File: src/rtl/fetch_pkg.sv
// Shared types for the instruction fetch stage: status encodings, FSM states
// and the prefetch buffer entry.
package fetch_pkg;

    localparam int unsigned XLEN = 32;

    typedef enum logic [3:0] {
        FWD_IDLE      = 4'h0,
        FWD_VALID     = 4'h1,
        FWD_BUS_ERROR = 4'h2
    } status_fwd_e;

    typedef enum logic [1:0] {
        BWD_READY = 2'b00,
        BWD_STALL = 2'b01,
        BWD_JUMP  = 2'b10
    } status_bwd_e;

    typedef enum logic [1:0] {
        S_FETCH     = 2'd0,
        S_WAIT_ROOM = 2'd1,
        S_FLUSH     = 2'd2,
        S_HALT      = 2'd3
    } fetch_state_e;

    typedef struct packed {
        logic [XLEN-1:0] instr;
        logic [XLEN-1:0] pc;
        logic            err;
    } fetch_entry_t;

    // Forward status an entry presents with once it reaches the output stage.
    function automatic status_fwd_e entry_status(input fetch_entry_t e);
        return e.err ? FWD_BUS_ERROR : FWD_VALID;
    endfunction

endpackage

File: src/rtl/fetch_prefetch_fifo.sv
// Power-of-two prefetch buffer of fetch entries with a synchronous flush.
module fetch_prefetch_fifo
    import fetch_pkg::*;
#(
    parameter int unsigned DEPTH = 4
) (
    input  logic                         clk,
    input  logic                         rst,
    input  logic                         flush,
    input  logic                         push,
    input  fetch_entry_t                 push_entry,
    input  logic                         pop,
    output fetch_entry_t                 head_c,
    output logic [$clog2(DEPTH+1)-1:0]   count,
    output logic                         full,
    output logic                         empty
);

    localparam int unsigned CNT_W = $clog2(DEPTH + 1);
    localparam int unsigned PTR_W = $clog2(DEPTH);

    fetch_entry_t     mem [DEPTH];
    logic [PTR_W-1:0] wr_ptr;
    logic [PTR_W-1:0] rd_ptr;
    logic             do_push;
    logic             do_pop;
    logic [CNT_W-1:0] count_d;

    assign do_push = push && (!full || pop);
    assign do_pop  = pop && !empty;
    assign count_d = count + CNT_W'(do_push) - CNT_W'(do_pop);
    assign head_c  = mem[rd_ptr];

    always_ff @(posedge clk) begin
        if (do_push) begin
            mem[wr_ptr] <= push_entry;
        end
    end

    // Pointers wrap naturally because DEPTH is a power of two.
    always_ff @(posedge clk) begin
        if (rst || flush) begin
            wr_ptr <= '0;
            rd_ptr <= '0;
            count  <= '0;
            full   <= 1'b0;
            empty  <= 1'b1;
        end else begin
            if (do_push) begin
                wr_ptr <= wr_ptr + PTR_W'(1);
            end
            if (do_pop) begin
                rd_ptr <= rd_ptr + PTR_W'(1);
            end
            count <= count_d;
            full  <= (count_d == CNT_W'(DEPTH));
            empty <= (count_d == '0);
        end
    end

endmodule

File: src/rtl/fetch_stage_prefetch.sv
// Instruction fetch stage: pipelined Wishbone classic fetches into a prefetch
// buffer feeding a registered decode-facing output stage.
module fetch_stage_prefetch
    import fetch_pkg::*;
#(
    parameter logic [31:0] RESET_VECTOR   = 32'h0000_0000,
    parameter int unsigned PREFETCH_DEPTH = 4
) (
    input  logic        clk,
    input  logic        rst,
    output logic        wb_cyc,
    output logic        wb_stb,
    output logic        wb_we,
    output logic [3:0]  wb_sel,
    output logic [31:0] wb_adr,
    output logic [31:0] wb_dat_mosi,
    input  logic [31:0] wb_dat_miso,
    input  logic        wb_ack,
    input  logic        wb_err,
    output logic [3:0]  status_forwards_out,
    input  logic [1:0]  status_backwards_in,
    input  logic [31:0] jump_address_backwards_in,
    output logic [31:0] instruction_reg_out,
    output logic [31:0] program_counter_reg_out
);

    localparam int unsigned CNT_W = $clog2(PREFETCH_DEPTH + 1);
    localparam int unsigned OCC_W = CNT_W + 1;

    fetch_state_e     state;
    fetch_state_e     state_d;
    logic [31:0]      fetch_pc;
    logic [31:0]      fetch_pc_d;
    logic             cyc_d;
    logic [31:0]      adr_d;

    logic             jump;
    logic             ready;
    logic             ack_v;
    logic             err_v;
    logic             term;
    logic             push;
    logic             out_valid;
    logic             consume;
    logic             out_free;
    logic             use_bypass;
    logic             fifo_push;
    logic             fifo_pop;
    fetch_entry_t     push_entry;
    fetch_entry_t     fifo_head;
    logic [CNT_W-1:0] fifo_count;
    logic             fifo_full;
    logic             fifo_empty;
    logic [OCC_W-1:0] occ_next;
    status_fwd_e      status_q;

    assign wb_stb      = wb_cyc;
    assign wb_we       = 1'b0;
    assign wb_sel      = 4'hF;
    assign wb_dat_mosi = 32'h0;
    assign status_forwards_out = status_q;

    assign jump  = (status_backwards_in == BWD_JUMP);
    assign ready = (status_backwards_in == BWD_READY);
    assign ack_v = wb_cyc && wb_ack && !wb_err;
    assign err_v = wb_cyc && wb_err;
    assign term  = ack_v || err_v;

    // A jump discards whatever returns in the same cycle.
    assign push       = (state == S_FETCH) && term && !jump;
    assign push_entry = {(err_v ? 32'h0 : wb_dat_miso), fetch_pc, err_v};

    assign out_valid  = (status_q != FWD_IDLE);
    assign consume    = out_valid && ready;
    assign out_free   = !out_valid || consume;
    assign use_bypass = push && out_free && fifo_empty;
    assign fifo_pop   = out_free && !fifo_empty && !jump;
    assign fifo_push  = push && !use_bypass && (!fifo_full || fifo_pop);

    // Entries held after this edge (buffer plus output stage); one more may be in flight.
    assign occ_next = OCC_W'(fifo_count) + OCC_W'(out_valid) + OCC_W'(push) - OCC_W'(consume);

    fetch_prefetch_fifo #(
        .DEPTH (PREFETCH_DEPTH)
    ) u_fifo (
        .clk        (clk),
        .rst        (rst),
        .flush      (jump),
        .push       (fifo_push),
        .push_entry (push_entry),
        .pop        (fifo_pop),
        .head_c     (fifo_head),
        .count      (fifo_count),
        .full       (fifo_full),
        .empty      (fifo_empty)
    );

    always_ff @(posedge clk) begin
        if (rst) begin
            state <= S_FETCH;
        end else begin
            state <= state_d;
        end
    end

    always_comb begin
        state_d = state;
        if (jump) begin
            state_d = (wb_cyc && !term) ? S_FLUSH : S_FETCH;
        end else begin
            case (state)
                S_FETCH: begin
                    if (err_v) begin
                        state_d = S_HALT;
                    end else if (occ_next > OCC_W'(PREFETCH_DEPTH)) begin
                        state_d = S_WAIT_ROOM;
                    end
                end
                S_WAIT_ROOM: begin
                    if (occ_next <= OCC_W'(PREFETCH_DEPTH)) begin
                        state_d = S_FETCH;
                    end
                end
                S_FLUSH: begin
                    if (term) begin
                        state_d = S_FETCH;
                    end
                end
                S_HALT: begin
                    state_d = S_HALT;
                end
                default: begin
                    state_d = S_FETCH;
                end
            endcase
        end
    end

    // Bus request for the next cycle; a flushing access keeps its original address.
    always_comb begin
        fetch_pc_d = fetch_pc;
        if (jump) begin
            fetch_pc_d = jump_address_backwards_in & 32'hFFFF_FFFC;
        end else if (push && ack_v) begin
            fetch_pc_d = fetch_pc + 32'd4;
        end
        cyc_d = (state_d == S_FETCH) || (state_d == S_FLUSH);
        adr_d = (state_d == S_FLUSH) ? wb_adr : fetch_pc_d;
    end

    always_ff @(posedge clk) begin
        if (rst) begin
            wb_cyc   <= 1'b0;
            wb_adr   <= 32'h0;
            fetch_pc <= RESET_VECTOR;
        end else begin
            wb_cyc   <= cyc_d;
            wb_adr   <= adr_d;
            fetch_pc <= fetch_pc_d;
        end
    end

    // Output stage: refill from the buffer head, else bypass a fresh response.
    always_ff @(posedge clk) begin
        if (rst) begin
            status_q                <= FWD_IDLE;
            instruction_reg_out     <= 32'h0;
            program_counter_reg_out <= 32'h0;
        end else if (jump) begin
            status_q <= FWD_IDLE;
        end else if (out_free) begin
            if (!fifo_empty) begin
                status_q                <= entry_status(fifo_head);
                instruction_reg_out     <= fifo_head.instr;
                program_counter_reg_out <= fifo_head.pc;
            end else if (use_bypass) begin
                status_q                <= entry_status(push_entry);
                instruction_reg_out     <= push_entry.instr;
                program_counter_reg_out <= push_entry.pc;
            end else begin
                status_q <= FWD_IDLE;
            end
        end
    end

endmodule

File: config.mk
export PLATFORM = sky130hd
export DESIGN_NAME = fetch_stage_prefetch
export DESIGN_NICKNAME = d
export VERILOG_FILES = /design/src/rtl/fetch_pkg.sv /design/src/rtl/fetch_prefetch_fifo.sv /design/src/rtl/fetch_stage_prefetch.sv
export SDC_FILE = /design/constraint.sdc
export NUM_CORES = 1
export LEC_CHECK = 0
export CAP_MARGIN = 25
export CORE_MARGIN = 2
export CORE_UTILIZATION = 33
export CTS_CLUSTER_DIAMETER = 60
export DETAILED_ROUTE_END_ITERATION = 12
export HOLD_SLACK_MARGIN = 0.05
export MAX_ROUTING_LAYER = met4
export PLACE_DENSITY_LB_ADDON = 0.3
export SLEW_MARGIN = 20
export SYNTH_ARGS = -nofsm -noshare
export SYNTH_HDL_FRONTEND = slang
export SYNTH_SLANG_ARGS = --single-unit
export TNS_END_PERCENT = 30
File: constraint.sdc
create_clock -name clk -period 10.93 [get_ports clk]
set_input_delay 2.7325 -clock clk [delete_from_list [all_inputs] [get_ports clk]]
set_output_delay 2.7325 -clock clk [all_outputs]
set_load 0.05 [all_outputs]
==> key figures, run 1 <==
Outcome
  – Status: finished clean

Yosys
  – Synth Cell Area: 0.0163 mm²
  – Netlist cell types: 56
  – #FFs+latches synth: 404
  – EDFF count, synth: 260
  – Seq/Total Area, Yosys: 65.4%
  – Asr flop ratio synth: 0%
  – Synthesized area per cell: 14.2 µm²
  – Yosys synthesis warning count: 0
  – Ys flop type: edfxtp_1
  – Synthesized instance count: 1151

Power and ir drop
  – Lkg Pwr: 6.68 nW
  – Overall Power: 5.00 mW
  – P_int: 3.26 mW
  – P_sw: 1.74 mW
  – Pwr Density: 249 mW/mm²
  – Maximum vdd ir drop: 133 µV
  – Combinational Power Share: 30.1%
  – Switching Share: 34.8%
  – Reg power frac: 39.2%
  – Clock power frac: 30.7%

STA
  – Unrepaired setup endpoints after global routing: false
  – Hold Vio Cnt, Final: 0
  – Final Slew Violations: 0
  – Fin Setup TNS: 0 ns
  – Max Clk Rate: 160 MHz
  – Worst Max-Slew Pin Slew: 1.06 ns
  – Tcrit/Tclk final: 57.2%
  – Slew headroom: 28.8%
  – Fin crit period: 6.25 ns
  – Fin Clk Skew: 0.0152 ns
  – Final setup viols: 0

Drt
  – Detailed Routing Iterations Pass 1: 5
  – WL/cell: 20.2 µm
  – Highest routed layer: met4
  – Met2 Wirelength: 18400 µm
  – Met3 routed WL: 2210 µm
  – Vias per cell: 4.90
  – Residual DRC count: 0
  – Post-DRT Antenna Nets: 0
  – Via count: 9851
  – Routed WL: 40600 µm
  – Initial DRC count: 442
  – Metal1 wirelength: 19200 µm

Clock network
  – Clock sink total: 404
  – Gates resized, CTS repair: 0
  – TritonCTS buffer count: 46
  – CTS tree: done
  – CTS root buf: clkbuf_16
  – Hold buffers post-CTS: 0
  – Longest Clk Path Bufs: 3
  – H-tree levels: 2
  – Setup Buffers After CTS: 0
  – Clock slew at reported path FFs: 0.06 ns
  – Clock Latency Late Sink: 0.56 ns

Critical path
  – Critical Path RT: 11.44 ns
  – Setup Crit Path Kind: in2reg
  – Ordered list of cells on the worst path: clkdlybuf4s50_1 -> nor2b_4 -> buf_4 -> nor4_2 -> fa_1 -> inv_1 -> fa_1 -> nor2b_1 -> o22ai_1 -> o311ai_1 -> o21ai_1 -> nor2_2 -> buf_4 -> a22o_1
  – CP max-delay cell: clkdlybuf4s50_1
  – Critical Path Source Type: input pin
  – Crit-path max FO: 53
  – Critical Path End Type: flip-flop
  – Crit-path max cell delay: 0.61 ns
  – Crit path arrival time: 6.75 ns

Finish
  – Final instance area: 0.0201 mm²
  – Leading cell types in the layout, fill and taps excluded: edfxtp_1, clkdlybuf4s50_1, dfxtp_1
  – Fillers: 4527
  – Layout area overhead: 22.9%
  – Multi-input logic area: 0.00517 mm²
  – Share of layout cells above drive strength 1: 12.6%
  – Final core occ: 41.0%
  – Most common cell after layout, fill and taps aside: edfxtp_1
  – Sequential cell area: 0.0107 mm²
  – Total Nets Final: 1392

Run
  – Max cap viols: 0

Die
  – Die width: 227 µm
  – Io pins: 209
  – Row cnt: 81
  – Die Y: 227 µm
  – Initial Utilization: 33.4%
  – Die Area: 0.0513 mm²
  – Core Region: 0.0490 mm²

Worst hold path
  – Min-Delay Path Class: reg2reg

Global route
  – GRT Resource Usage Total: 16.4%
  – Antenna violations before repair: 1
  – Total gr overflow: 0
  – Vias in the first global route: 9954
  – First-pass GRT wire length: 61200 µm
  – Pin count of the biggest net entering global routing: 67

Placement
  – Routability cong.: 0.755
  – Placed Area: 0.0185 mm²
  – Number of port buffers: 167
  – Post-DP HPWL: 23900 µm
-- worst max-delay path: cells and delay by family --
kind                     cells  cell delay, ns
adder cells (fa/ha/maj)      2            0.73
buffers and inverters        4            1.34
AO/OA/AOI/OAI                4            1.07
AND/OR/NAND/NOR              4            0.84
-- cell usage after synthesis, drive strengths merged (16+ instances only) --
| cell | n | area (µm²) |
|---|---|---|
| dfxtp | 144 | 2880 |
| nand2 | 101 | 379 |
| nor2 | 97 | 364 |
| nand3 | 16 | 80.1 |
| a211oi | 33 | 248 |
| xor2 | 20 | 175 |
| nor2b | 21 | 131 |
| mux4 | 65 | 1460 |
| edfxtp | 260 | 7810 |
| o21ai | 23 | 115 |
| a22o | 20 | 175 |
| and2 | 42 | 263 |
| buf | 65 | 432 |
| clkbuf | 46 | 173 |
| mux2i | 39 | 390 |
| a311oi | 32 | 280 |
-- power groups by stage --
stage | registers, mW | logic [mW] | clock network (mW)
after global placement | 2.01 | 1.49 | 0
after global routing | 1.99 | 1.62 | 1.64
after floorplan | 2.37 | 0.649 | 0
after CTS | 1.98 | 1.50 | 1.58
after detailed placement | 2.01 | 1.50 | 0
final | 1.96 | 1.51 | 1.54
-- final cells by class --
type / count / area share [%]
antenna: 1 / 0.0125
clock buffer: 58 / 6.36
clock inverter: 26 / 1.16
inverter: 14 / 0.268
multi-input combinational: 660 / 25.7
sequential: 404 / 53.3
tap: 664 / 4.14
timing repair buffer: 183 / 9.05
-- final timing paths --
| path | start | to | slack, ns | depth (start not counted) |
|---|---|---|---|---|
| setup / recovery | status_backwards_in[0] | wb_adr[21] | 4.68 | 14 |
| hold / removal | wb_adr[3] | wb_adr[3] | 0.46 | 1 |
| setup reg to reg | wb_cyc | wb_adr[21] | 7.24 | 12 |
| hold reg to reg | wb_adr[3] | wb_adr[3] | 0.46 | 1 |
-- flip-flops by register name, indices dropped and copies added (netlist names), named ones only --
name,flops
u_fifo.rd_ptr,2
u_fifo.wr_ptr,2
instruction_reg_out,32
status_forwards_out,2
u_fifo.empty,1
wb_cyc,1
fetch_pc,32
u_fifo.mem,260
program_counter_reg_out,32
state,2
u_fifo.count,3
u_fifo.full,1
wb_adr,32
-- kinds of logic after synthesis --
family / count (synthesis) / synth area share (%)
flip-flops: 404 / 65.4
AND/OR/NAND/NOR: 326 / 9.70
AO/OA/AOI/OAI: 149 / 6.84
buffers and inverters: 125 / 4.02
multiplexers: 104 / 11.3
XOR/XNOR: 28 / 1.50
adder cells (fa/ha/maj): 13 / 1.13
other: 2 / 0.0460
-- metal layers --
layer | track usage (%) | up-vias
met3 | 3.71 | 55
met4 | 4.27 | 0
li1 | - | 4573
met1 | 22.6 | 4981
met2 | 24.6 | 242
met5 | - | -
-- per-stage QoR --
stage	instances	worst slack [ns]	hold WS (ns)
floorplan	1189	5.06	0.455
global placement	1923	4.18	0.450
detailed placement	1923	4.12	0.449
CTS	2007	4.72	0.466
global route	2010	4.41	0.494
finish	2010	4.68	0.463
Note: power is estimated with default switching activity, not from simulation.
==> run 2: changes to the inputs <==
clock period = 5.5 ns   (was 10.93 ns; I/O delays follow)
==> run 2 against run 1 <==
Largest power group unchanged. Power increased by 100%. Critical path depth shrank 1. Flip-flop and latch count did not move. Design area is 0.52% higher. Critical path type unchanged. Setup slack got worse by 3.5 ns. Largest cell class unchanged. Register-to-register slack got worse by 5.2 ns. Clock power increased by 100%. Sequential share of layout area decreased by 0.28 points.
==> key figures, run 2 (same netlist as run 1, synthesis figures left out) <==
Critical path
  – Crit path arrival time: 4.84 ns
  – CP Buf/Inv Count: 3
  – Critical Path End Type: flip-flop
  – Ordered list of cells on the worst path: clkdlybuf4s50_1 -> nor2_1 -> nor4_2 -> fa_1 -> inv_1 -> fa_1 -> nor2b_1 -> o22ai_1 -> o311ai_1 -> o21ai_1 -> nor2_2 -> buf_4 -> a22o_1
  – CP max-delay cell: clkdlybuf4s50_1
  – Critical Path RT: 6.02 ns
  – Crit-path leading delay family: buffers and inverters
  – R2R Path Start: wb_cyc
  – Critical Path Most Common Cell: fa_1
  – Crit-path max FO: 29
  – Reg-to-Reg End: wb_adr[19]
  – Setup Crit Path Kind: in2reg
  – R2R Setup Slk: 2.05 ns
  – FF-to-FF path depth: 12
  – Critical Path Source Type: input pin
  – Crit-path max cell delay: 0.58 ns

Clock network
  – Setup Buffers After CTS: 0
  – CTS root buf: clkbuf_16
  – Clock slew at reported path FFs: 0.06 ns
  – H-tree levels: 2
  – Clock sink total: 404
  – Clock Latency Late Sink: 0.59 ns
  – CTS tree: done
  – Longest Clk Path Bufs: 3
  – TritonCTS buffer count: 46
  – Gates resized, CTS repair: 0
  – Hold buffers post-CTS: 0

Finish
  – Share of layout cells above drive strength 1: 13.3%
  – Leading cell types in the layout, fill and taps excluded: edfxtp_1, clkdlybuf4s50_1, dfxtp_1
  – Fillers: 4497
  – Biggest register: u_fifo.mem
  – Total Nets Final: 1397
  – Max reg flops: 260
  – Most common cell after layout, fill and taps aside: edfxtp_1
  – Layout area overhead: 23.5%
  – Non-filler cells in the finished layout: 2017

Global route
  – Vias in the first global route: 10100
  – First-pass GRT wire length: 61300 µm
  – Pin count of the biggest net entering global routing: 87
  – Total gr overflow: 0
  – Antenna violations before repair: 3
  – GRT Resource Usage Total: 16.5%

Worst hold path
  – Min-Delay Path Class: reg2reg
  – Hold path depth: 1
  – WHS Endpoint: wb_adr[24]
  – HP Start: wb_adr[24]

Drt
  – Via count: 9912
  – Post-DRT Antenna Nets: 0
  – Detailed Routing Iterations Pass 1: 5
  – Routed WL: 40900 µm
  – Vias per cell: 4.91
  – Residual DRC count: 0
  – Initial DRC count: 690
  – WL/cell: 20.3 µm

STA
  – Fin Clk Skew: 0.0177 ns
  – Tcrit/Tclk final: 78.5%
  – Final Slew Violations: 0
  – Fin Setup TNS: 0 ns
  – Unrepaired setup endpoints after global routing: false
  – Max Clk Rate: 232 MHz
  – Final setup viols: 0
  – Hold Vio Cnt, Final: 0
  – Fin crit period: 4.32 ns
  – Slew headroom: 33.2%
  – Worst Max-Slew Pin Slew: 1.00 ns

Outcome
  – Status: finished clean

Die
  – Die width: 227 µm
  – Io pins: 209
  – Initial Utilization: 33.4%
  – Die Y: 227 µm
  – Die Area: 0.0513 mm²
  – Core Region: 0.0490 mm²
  – Row cnt: 81

Placement
  – Routability cong.: 0.755
  – Post-DP HPWL: 24400 µm
  – Placed cells: 1927
  – Number of port buffers: 167

Power and ir drop
  – Maximum vdd ir drop: 213 µV
  – Pwr Density: 495 mW/mm²
  – Overall Power: 9.99 mW
  – Lkg Pwr: 6.73 nW

Run
  – Max cap viols: 0
## run 2: cell type report
class / count / area, µm² / share of cell area (%)
Timing Repair Buffer: 188 / 1890 / 9.36
Tap cell: 664 / 831 / 4.12
Clock buffer: 67 / 1310 / 6.49
Antenna cell: 2 / 5.00 / 0.0248
Clock inverter: 18 / 220 / 1.09
Multi-Input combinational cell: 660 / 5180 / 25.7
Inverter: 14 / 53.8 / 0.267
Sequential cell: 404 / 10700 / 53.0
## run 2: routing by layer
metal	track usage, %	up-vias	wire length, µm
li1	-	4581	-
met5	-	-	0
met3	3.06	65	2140
met4	5.41	0	939
met2	25.3	246	18800
met1	22.1	5020	19100
## run 2: report_power, final
part	switching, mW	internal (mW)	leakage, nW	total [mW]
Combinational	1.99	1.05	2.43	3.04
Clock	1.26	1.81	0.746	3.08
Sequential	0.260	3.62	3.56	3.88
Total	3.51	6.48	6.73	9.99
## run 2: worst max-delay path by stage
stage	from	endpoint	depth (start not counted)
finish	wb_ack	wb_adr[19]	13
CTS	wb_ack	wb_adr[19]	13
floorplan	status_backwards_in[1]	u_fifo.mem[0][0]	6
global route	wb_err	wb_adr[20]	13
global placement	wb_ack	wb_adr[19]	13
detailed placement	wb_ack	wb_adr[21]	13
## run 2: per-stage QoR
stage | hold slack (ns) | util (%) | area [µm²] | worst slack, ns
2_1_floorplan | 0.455 | - | 16500 | 0.990
3_3_place_gp | 0.458 | 38.0 | 18600 | 0.581
3_5_place_dp | 0.454 | 38.0 | 18600 | 0.591
4_1_cts | 0.480 | 41.1 | 20100 | 1.20
5_1_grt | 0.493 | 41.2 | 20200 | 0.940
6_report | 0.478 | 41.2 | 20200 | 1.18
